<file path="src/rtl/ysyx_22040931_load_unit.sv">
// ysyx_22040931_load_unit: load/writeback-path unit between execute and writeback.
// Issues one aligned 64-bit bus read per load, then extracts and sign/zero
// extends the addressed byte/half/word/dword. Non-load ops (MNO) pass the ALU
// result straight through. One op in flight at a time.
//
// Ports:
//   clk, rst_n                          clock, async active-low reset
//   in_valid/in_ready, in_addr,
//   in_memrop, in_rd                    upstream op handshake and payload
//   rreq_valid/rreq_ready, rreq_addr    bus read request (dword aligned)
//   rresp_valid, rresp_data, rresp_err  bus read response
//   out_valid/out_ready, out_data,
//   out_rd, out_fault                   writeback handshake and result
//
// Build option: YSYX_22040931_LOAD_MISALIGN_EN
//   defined   -> misaligned loads complete with out_fault=1, out_data=0, no bus access
//   undefined -> low address bits below the access size are dropped (natural alignment)
module ysyx_22040931_load_unit #(
  parameter int unsigned AW = 64,
  parameter int unsigned DW = 64
) (
  input  logic          clk,
  input  logic          rst_n,
  input  logic          in_valid,
  output logic          in_ready,
  input  logic [AW-1:0] in_addr,
  input  logic [2:0]    in_memrop,
  input  logic [4:0]    in_rd,
  output logic          rreq_valid,
  input  logic          rreq_ready,
  output logic [AW-1:0] rreq_addr,
  input  logic          rresp_valid,
  input  logic [DW-1:0] rresp_data,
  input  logic          rresp_err,
  output logic          out_valid,
  input  logic          out_ready,
  output logic [DW-1:0] out_data,
  output logic [4:0]    out_rd,
  output logic          out_fault
);

  localparam logic [2:0] MNO = 3'b000;

  typedef enum logic [1:0] {S_IDLE, S_REQ, S_WAIT, S_DONE} state_t;

  state_t        r_state, w_state_nxt;
  logic [AW-1:0] r_addr, w_addr_nxt;
  logic [2:0]    r_memrop, w_memrop_nxt;
  logic [4:0]    r_rd, w_rd_nxt;
  logic [DW-1:0] r_data, w_data_nxt;
  logic          r_fault, w_fault_nxt;
  logic          r_in_ready, r_rreq_valid, r_out_valid;

  // Address bits that must be zero for the access size of op.
  function automatic logic [2:0] f_lsb_mask(input logic [2:0] op);
    case (op)
      3'b010, 3'b110: f_lsb_mask = 3'b001;
      3'b011, 3'b111: f_lsb_mask = 3'b011;
      3'b100:         f_lsb_mask = 3'b111;
      default:        f_lsb_mask = 3'b000;
    endcase
  endfunction

  // Select the addressed lane of the returned dword and extend it.
  function automatic logic [63:0] f_extract(input logic [2:0] op, input logic [2:0] off,
                                            input logic [63:0] d);
    logic [7:0]  b;
    logic [15:0] h;
    logic [31:0] w;
    b = d[{off, 3'b000} +: 8];
    h = d[{off[2:1], 4'b0000} +: 16];
    w = off[2] ? d[63:32] : d[31:0];
    case (op)
      3'b001:  f_extract = {{56{b[7]}}, b};
      3'b101:  f_extract = {56'd0, b};
      3'b010:  f_extract = {{48{h[15]}}, h};
      3'b110:  f_extract = {48'd0, h};
      3'b011:  f_extract = {{32{w[31]}}, w};
      3'b111:  f_extract = {32'd0, w};
      default: f_extract = d;
    endcase
  endfunction

  // Next-state and payload capture.
  always_comb begin
    w_state_nxt  = r_state;
    w_addr_nxt   = r_addr;
    w_memrop_nxt = r_memrop;
    w_rd_nxt     = r_rd;
    w_data_nxt   = r_data;
    w_fault_nxt  = r_fault;
    case (r_state)
      S_IDLE: begin
        if (in_valid) begin
          w_memrop_nxt = in_memrop;
          w_rd_nxt     = in_rd;
          if (in_memrop == MNO) begin
            w_addr_nxt  = in_addr;
            w_data_nxt  = DW'(in_addr);
            w_fault_nxt = 1'b0;
            w_state_nxt = S_DONE;
          end
`ifdef YSYX_22040931_LOAD_MISALIGN_EN
          else if (|(in_addr[2:0] & f_lsb_mask(in_memrop))) begin
            w_addr_nxt  = in_addr;
            w_data_nxt  = '0;
            w_fault_nxt = 1'b1;
            w_state_nxt = S_DONE;
          end
`endif
          else begin
            // Masking is a no-op for aligned loads; otherwise it forces natural alignment.
            w_addr_nxt  = in_addr & ~AW'(f_lsb_mask(in_memrop));
            w_state_nxt = S_REQ;
          end
        end
      end
      S_REQ: begin
        if (rreq_ready) w_state_nxt = S_WAIT;
      end
      S_WAIT: begin
        if (rresp_valid) begin
          w_fault_nxt = rresp_err;
          w_data_nxt  = rresp_err ? '0 : DW'(f_extract(r_memrop, r_addr[2:0], 64'(rresp_data)));
          w_state_nxt = S_DONE;
        end
      end
      S_DONE: begin
        if (out_ready) w_state_nxt = S_IDLE;
      end
      default: w_state_nxt = S_IDLE;
    endcase
  end

  // State, payload and registered handshake flags.
  always_ff @(posedge clk or negedge rst_n) begin
    if (!rst_n) begin
      r_state      <= S_IDLE;
      r_addr       <= '0;
      r_memrop     <= '0;
      r_rd         <= '0;
      r_data       <= '0;
      r_fault      <= 1'b0;
      r_in_ready   <= 1'b1;
      r_rreq_valid <= 1'b0;
      r_out_valid  <= 1'b0;
    end else begin
      r_state      <= w_state_nxt;
      r_addr       <= w_addr_nxt;
      r_memrop     <= w_memrop_nxt;
      r_rd         <= w_rd_nxt;
      r_data       <= w_data_nxt;
      r_fault      <= w_fault_nxt;
      r_in_ready   <= (w_state_nxt == S_IDLE);
      r_rreq_valid <= (w_state_nxt == S_REQ);
      r_out_valid  <= (w_state_nxt == S_DONE);
    end
  end

  assign in_ready   = r_in_ready;
  assign rreq_valid = r_rreq_valid;
  assign rreq_addr  = {r_addr[AW-1:3], 3'b000};
  assign out_valid  = r_out_valid;
  assign out_data   = r_data;
  assign out_rd     = r_rd;
  assign out_fault  = r_fault;

endmodule

</file>
<file path="config.mk">
export PLATFORM = sky130hd
export DESIGN_NAME = ysyx_22040931_load_unit
export DESIGN_NICKNAME = d
export VERILOG_FILES = /design/src/rtl/ysyx_22040931_load_unit.sv
export SDC_FILE = /design/constraint.sdc
export NUM_CORES = 1
export LEC_CHECK = 0
export CAP_MARGIN = 20
export CORE_ASPECT_RATIO = 0.75
export CORE_MARGIN = 4
export CORE_UTILIZATION = 28
export CTS_CLUSTER_DIAMETER = 30
export CTS_CLUSTER_SIZE = 24
export DETAILED_ROUTE_END_ITERATION = 8
export PLACE_DENSITY = 0.51
export SETUP_SLACK_MARGIN = 0.05
export SLEW_MARGIN = 5
export SYNTH_ARGS = -nofsm -noshare
export SYNTH_HDL_FRONTEND = slang
export SYNTH_SLANG_ARGS = --single-unit
</file>
<file path="constraint.sdc">
create_clock -name clk -period 5.2 [get_ports clk]
set_input_delay 0.78 -clock clk [delete_from_list [all_inputs] [get_ports clk]]
set_output_delay 0.78 -clock clk [all_outputs]
set_load 0.1 [all_outputs]
</file>
==> results of run 1 <==
[area by class of cell]
| cell class | count | area share, % |
|---|---|---|
| clock buffers | 23 | 4.11 |
| repair buffers | 292 | 24.4 |
| clock inverters | 9 | 1.12 |
| well taps | 399 | 4.21 |
| diodes | 1 | 0.0211 |
| inverters | 12 | 0.380 |
| multi-input cells | 694 | 35.7 |
| flip-flops and latches | 142 | 30.0 |
[cells in the final DEF (no fill, tap or decap), types with 8 or more instances in the layout]
cell type / synthesis / final
sky130_fd_sc_hd__a211oi_1: 8 / 8
sky130_fd_sc_hd__a21oi_1: 18 / 18
sky130_fd_sc_hd__a22oi_1: 8 / 8
sky130_fd_sc_hd__a311oi_1: 17 / 17
sky130_fd_sc_hd__a31oi_1: 71 / 71
sky130_fd_sc_hd__and3_1: 55 / 55
sky130_fd_sc_hd__buf_4: 67 / 15
sky130_fd_sc_hd__clkbuf_16: 0 / 17
sky130_fd_sc_hd__clkdlybuf4s50_1: 0 / 275
sky130_fd_sc_hd__dfrtp_1: 141 / 140
sky130_fd_sc_hd__inv_1: 11 / 11
sky130_fd_sc_hd__mux2i_1: 29 / 29
sky130_fd_sc_hd__mux4_2: 10 / 10
sky130_fd_sc_hd__nand2_1: 210 / 209
sky130_fd_sc_hd__nor2_1: 64 / 63
sky130_fd_sc_hd__nor2b_1: 15 / 15
sky130_fd_sc_hd__nor3_1: 8 / 8
sky130_fd_sc_hd__o211ai_1: 39 / 39
sky130_fd_sc_hd__o21a_1: 19 / 19
sky130_fd_sc_hd__o21ai_0: 52 / 52
[synth_stat cells, drive strengths merged (2+ instances only)]
library cell | n | area, um2
and4b | 7 | 70.1
nand3b | 2 | 15.0
and2 | 3 | 18.8
inv | 11 | 41.3
a211oi | 8 | 60.1
mux4 | 14 | 330
nor2b | 15 | 93.8
o22ai | 2 | 18.8
o21a | 19 | 143
a21oi | 18 | 90.1
a22oi | 9 | 72.6
dfrtp | 141 | 3530
a2bb2oi | 7 | 61.3
nor3 | 8 | 40.0
a311oi | 17 | 149
nand4 | 2 | 18.8
a2111oi | 7 | 62.6
nand2 | 211 | 795
and3 | 55 | 344
buf | 103 | 717
nand3 | 3 | 20.0
o21ai | 52 | 260
nor2 | 64 | 240
or2 | 2 | 12.5
nand2b | 2 | 12.5
mux2i | 30 | 304
o211ai | 40 | 305
a41oi | 7 | 61.3
a31oi | 71 | 444
o31ai | 3 | 27.5
clkbuf | 53 | 199
[layer usage]
layer  up-vias  track usage [%]  routed length, um
met4         0             3.13                300
met1      4098             31.5              17400
li1       3836                -                  -
met5         -                0                  0
met3        16             8.24               3820
met2       362             29.6              15400
[sequential cells by signal, indices dropped and copies added (netlist names)]
signal,count
out_rd,5
r_state,2
out_fault,1
out_data,64
rreq_valid,1
r_addr,64
in_ready,1
out_valid,1
r_memrop,3
[path summary, 6_finish.rpt]
kind	to	slack (ns)	from
hold reg to reg	r_addr[33]	0.47	r_addr[33]
setup reg to reg	out_data[55]	2.22	r_memrop[1]
min in group clk	r_addr[33]	0.47	r_addr[33]
max in group asynchronous	out_data[61]	3.73	rst_n
setup / recovery	out_data[55]	2.22	r_memrop[1]
hold / removal	out_rd[0]	0.42	rst_n
[kinds of logic (layout without fill, tap and decap cells)]
| logic type | after synthesis | count (layout) | synth area share, % |
|---|---|---|---|
| buf+inv | 168 | 336 | 11.0 |
| mux | 45 | 45 | 7.41 |
| compound gates | 265 | 265 | 20.7 |
| simple gates | 381 | 381 | 20.0 |
| other cells | 1 | 4 | 0.0430 |
| flops | 142 | 142 | 40.8 |
[per-stage QoR]
stage / hold WS, ns / setup WS, ns / area (um2)
final: 0.425 / 2.22 / 11900
after global placement: 0.458 / 2.25 / 11200
after detailed placement: 0.461 / 2.21 / 11200
after global routing: 0.472 / 2.06 / 11900
after CTS: 0.441 / 2.24 / 11800
after floorplan: 0.447 / 3.14 / 8730
[critical path, stage by stage, from the launching register on]
cell,delay [ns]
sky130_fd_sc_hd__dfrtp_1,0.74
sky130_fd_sc_hd__or2_2,0.68
sky130_fd_sc_hd__buf_4,0.54
sky130_fd_sc_hd__a21boi_1,0.19
sky130_fd_sc_hd__o31ai_4,0.08
sky130_fd_sc_hd__buf_4,0.38
sky130_fd_sc_hd__o211ai_1,0.17
==> out/qor_table.md, run 1 <==
| Quantity | This run | Unit |
|---|---|---|
| Num CTS Buffers | 17 | - |
| Placed Cells incl. Taps | 1538 | - |
| Total GRT Usage | 21.2 | % |
| First-pass GRT wire length | 54600 | um |
| Horizontal die dimension | 212 | um |
| Pin count of the biggest net entering global routing | 84 | - |
| Violation count after the first detailed-route iteration | 865 | - |
| Sequential element share of the synthesized area | 40.8 | % |
| Post-synth ARST share | 100 | % |
| Clock tree buffer depth | 2 | - |
| Final setup violation count | 0 | - |
| Footprint of the flip-flops and latches | 0.00356 | mm2 |
| Data arrival time of the critical path | 3.27 | ns |
| RSZ-0062 raised after global routing | false | - |
| Highest achievable clock rate | 335 | MHz |
| Layout Nets | 1302 | - |
| Number of global-route vias before repair | 8068 | - |
| Startpoint type of the worst setup path | register | - |
| Number of synthesized flops with an enable pin | 0 | - |
| Detailed-route wire length | 36900 | um |
| Outcome | complete, no violations | - |
| Mean instance size in the synthesized netlist | 8.70 | um2 |
| Die area | 0.0341 | mm2 |
| TritonCTS clock tree | done | - |
| Final sum of negative setup slack | 0 | ns |
| Buffers added on ports | 276 | - |
| Iteration count of the initial detailed-routing pass | 5 | - |
| Fraction of layout instances using a drive strength above 1 | 6.48 | % |
| Row Count | 55 | - |
| Period minus WS final | 2.98 | ns |
| Worst slew pin tran | 1.08 | ns |
| Final HPWL DP | 27400 | um |
| GRT Residual Overflow | 0 | - |
| Synth Warn # | 0 | - |
| Count of mapped cells out of synthesis | 1002 | - |
| Worst Path Class, Setup | reg2reg | - |
| Worst skew pair latency | 0.44 | ns |
| Distinct cells, synth | 61 | - |
| Initial standard-cell utilization of the core | 28.7 | % |
| Worst max-slew margin expressed relative to the limit | 27.6 | % |
| Area occupied by multi-input gates | 0.00424 | mm2 |
| Number of antenna violations at the first check in global routing | 0 | - |
| Final weighted congestion of routability-driven global placement | 0.950 | - |
| Critical Path Sink Type | register | - |
| Share of the core filled with cells in the final layout | 39.0 | % |
| Quantity of gates resized following cts | 0 | - |
| Detail Route Antenna Nets | 0 | - |
| Maximum capacitance violations | 0 | - |
| Fillcell total | 3128 | - |
| Post-CTS Setup Inserts | 0 | - |
| Routed length per placed instance | 23.5 | um |
| Cells on worst reg2reg path | 6 | - |
| Crit Path Max Fanout | 50 | - |
| Maximum clock skew at final layout | 0.0121 | ns |
| Vias per cell | 5.29 | - |
| Area growth from synthesis to layout | 36.0 | % |
| CORE AREA | 0.0304 | mm2 |
| Vias after detailed routing | 8312 | - |
| Final routed DRC violation total | 0 | - |
| Number of endpoints with negative hold slack in the final report | 0 | - |
| Post-CTS Hold Buffers | 0 | - |
| Final clock period utilization by the worst path | 57.4 | % |
| Boundary Pins | 280 | - |
| Slew Viols, Final | 0 | - |
| Die Y | 161 | um |
| CP required | 5.48 | ns |
| Number of clock sinks | 142 | - |
| Cell Count, Final, Fillers Out | 1572 | - |
| Synth Register Bits | 142 | - |
| Type of the worst min-delay path | in2async | - |
| Total standard cell area after synthesis | 0.00872 | mm2 |
| Most common flop cell mapped by yosys | sky130_fd_sc_hd__dfrtp_1 | - |
| H-tree Lvls | 4 | - |
| Clock transition at the register clock pins on the worst setup and hold paths after CTS | 0.06 | ns |
| Cell at the root of the clock tree | sky130_fd_sc_hd__clkbuf_16 | - |
Power of run 1 is left out: the tool's default activity adds up to more than one toggle a clock period on the data nets, which glitch-free logic cannot reach.
==> run 2: changes to the inputs <==
--- a/config.mk
+++ b/config.mk
@@ -12,7 +12,7 @@
 export CTS_CLUSTER_DIAMETER = 30
 export CTS_CLUSTER_SIZE = 24
 export DETAILED_ROUTE_END_ITERATION = 8
-export PLACE_DENSITY = 0.51
+export PLACE_DENSITY = 0.53
 export SETUP_SLACK_MARGIN = 0.05
 export SLEW_MARGIN = 5
 export SYNTH_ARGS = -nofsm -noshare
==> constraint.sdc (replaced) <==
create_clock -name clk -period 2.4 [get_ports clk]
set_input_delay 0.36 -clock clk [delete_from_list [all_inputs] [get_ports clk]]
set_output_delay 0.36 -clock clk [all_outputs]
set_load 0.1 [all_outputs]
==> run 2 against run 1 <==
Core utilization is 0.63 points higher. Via count rose by 1.7%. Routed wire length is 2.7% higher. Critical endpoint is now out_data[27].
==> out/qor_table.md, run 2 (synthesis gave the netlist of run 1 again) <==
| Quantity | This run | Unit |
|---|---|---|
| Outcome | complete, no violations | - |
| Most common cell after layout, fill and taps aside | sky130_fd_sc_hd__nand2_1 | - |
| Origin of the worst setup path | r_addr[1] | - |
| Minimum hold slack | 0.379 | ns |
| Final HPWL DP | 28900 | um |
| Final sum of negative setup slack | 0 | ns |
| Final setup violation count | 0 | - |
| Highest achievable clock rate | 466 | MHz |
| Period minus WS final | 2.15 | ns |
| Number of antenna violations at the first check in global routing | 0 | - |
| Iteration count of the initial detailed-routing pass | 5 | - |
| Slew Viols, Final | 0 | - |
| Pre-CTS WS | 0.0738 | ns |
| Post-CTS Hold Buffers | 1 | - |
| Startpoint type of the worst setup path | register | - |
| H-tree Lvls | 4 | - |
| Maximum capacitance violations | 0 | - |
| Worst slew pin tran | 0.531 | ns |
| Worst Path Class, Setup | reg2reg | - |
| Most frequent cells in the layout | sky130_fd_sc_hd__nand2_1, sky130_fd_sc_hd__buf_4, sky130_fd_sc_hd__clkdlybuf4s50_1, sky130_fd_sc_hd__dfrtp_1, sky130_fd_sc_hd__a31oi_1 | - |
| Initial standard-cell utilization of the core | 28.7 | % |
| Worst max-slew margin expressed relative to the limit | 64.2 | % |
| Maximum clock skew at final layout | 0.0144 | ns |
| Total GRT Usage | 21.6 | % |
| Data arrival time of the critical path | 2.44 | ns |
| R2r startpoint | r_addr[1] | - |
| Area growth from synthesis to layout | 38.2 | % |
| First-pass GRT wire length | 55700 | um |
| Cell at the root of the clock tree | sky130_fd_sc_hd__clkbuf_16 | - |
| Worst skew pair latency | 0.45 | ns |
| Number of clock sinks | 142 | - |
| Vias after detailed routing | 8455 | - |
| Clock transition at the register clock pins on the worst setup and hold paths after CTS | 0.07 | ns |
| Boundary Pins | 280 | - |
| Layout Nets | 1352 | - |
| Die area | 0.0341 | mm2 |
| Row Count | 55 | - |
| Final weighted congestion of routability-driven global placement | 0.935 | - |
| TritonCTS clock tree | done | - |
| Die Y | 161 | um |
| GRT Residual Overflow | 0 | - |
| Detailed-route wire length | 37900 | um |
| Post-CTS Setup Inserts | 0 | - |
| Final routed DRC violation total | 0 | - |
| Fraction of layout instances using a drive strength above 1 | 21.2 | % |
| Type of the worst min-delay path | in2async | - |
| Routed length per placed instance | 23.4 | um |
| Final clock period utilization by the worst path | 89.4 | % |
| Vias per cell | 5.22 | - |
| Clock tree buffer depth | 2 | - |
| Detail Route Antenna Nets | 0 | - |
| Buffers added on ports | 276 | - |
| CORE AREA | 0.0304 | mm2 |
| Fillcell total | 3084 | - |
| Horizontal die dimension | 212 | um |
| Number of endpoints with negative hold slack in the final report | 0 | - |
| Number of global-route vias before repair | 8359 | - |
| Worst setup margin | 0.254 | ns |
| RSZ-0062 raised after global routing | false | - |
| Num CTS Buffers | 17 | - |
| CP required | 2.70 | ns |
| Quantity of gates resized following cts | 0 | - |
| Critical Path Sink Type | register | - |
| Total inserted antenna cells | 0 | - |
| Crit Path Max Fanout | 9 | - |
| Pin count of the biggest net entering global routing | 67 | - |
| Violation count after the first detailed-route iteration | 710 | - |
## run 2: cell count changes in the layout (fill, tap and decap cells not counted), sizes merged
cell	previous run	this run
buf	17	200
clkdlybuf4s50	275	141
clkbuf	23	19
bufinv	3	5
clkinv	5	7
clkinvlp	2	1
diode	1	0
dlygate4sd3	0	1
inv	11	12
## run 2: cell type report
cell class              count  area, um2  share of cell area, %
multi-input cells         694       4240                   35.2
flip-flops and latches    142       3560                   29.5
repair buffers            342       3060                   25.4
well taps                 399        499                   4.14
clock buffers              19        433                   3.59
clock inverters            13        215                   1.79
inverters                  12       45.0                  0.374
## run 2: routing by layer
| layer | vias to the layer above | track usage [%] | wire [um] |
|---|---|---|---|
| met3 | 18 | 6.87 | 3410 |
| li1 | 3941 | - | - |
| met4 | 0 | 3.98 | 361 |
| met2 | 349 | 30.8 | 16000 |
| met5 | - | 0 | 0 |
| met1 | 4147 | 32.4 | 18100 |
## run 2: per-stage QoR
step / instances / cell area (um2) / utilization, %
floorplan: 1004 / 8730 / -
global placement: 1588 / 11400 / 37.5
detailed placement: 1588 / 11400 / 37.5
CTS: 1621 / 12100 / 39.6
global route: 1621 / 12100 / 39.6
finish: 1621 / 12100 / 39.6
## run 2: path summary, 6_finish.rpt
check	slack, ns	endpoint	cells past startpoint
max	0.25	out_data[27]	5
min	0.38	r_addr[63]	2
max reg2reg	0.25	out_data[27]	5
min reg2reg	0.47	out_rd[1]	2
max in group asynchronous	1.30	in_ready	3
min in group clk	0.46	out_rd[1]	3
## run 2: worst max-delay path: stages (launching register included)
cell	delay, ns
sky130_fd_sc_hd__dfrtp_1	0.59
sky130_fd_sc_hd__mux2i_1	0.46
sky130_fd_sc_hd__buf_4	0.20
sky130_fd_sc_hd__o22ai_2	0.18
sky130_fd_sc_hd__a2111oi_0	0.44
sky130_fd_sc_hd__a22oi_1	0.13
Power of run 2 is left out for the same reason.
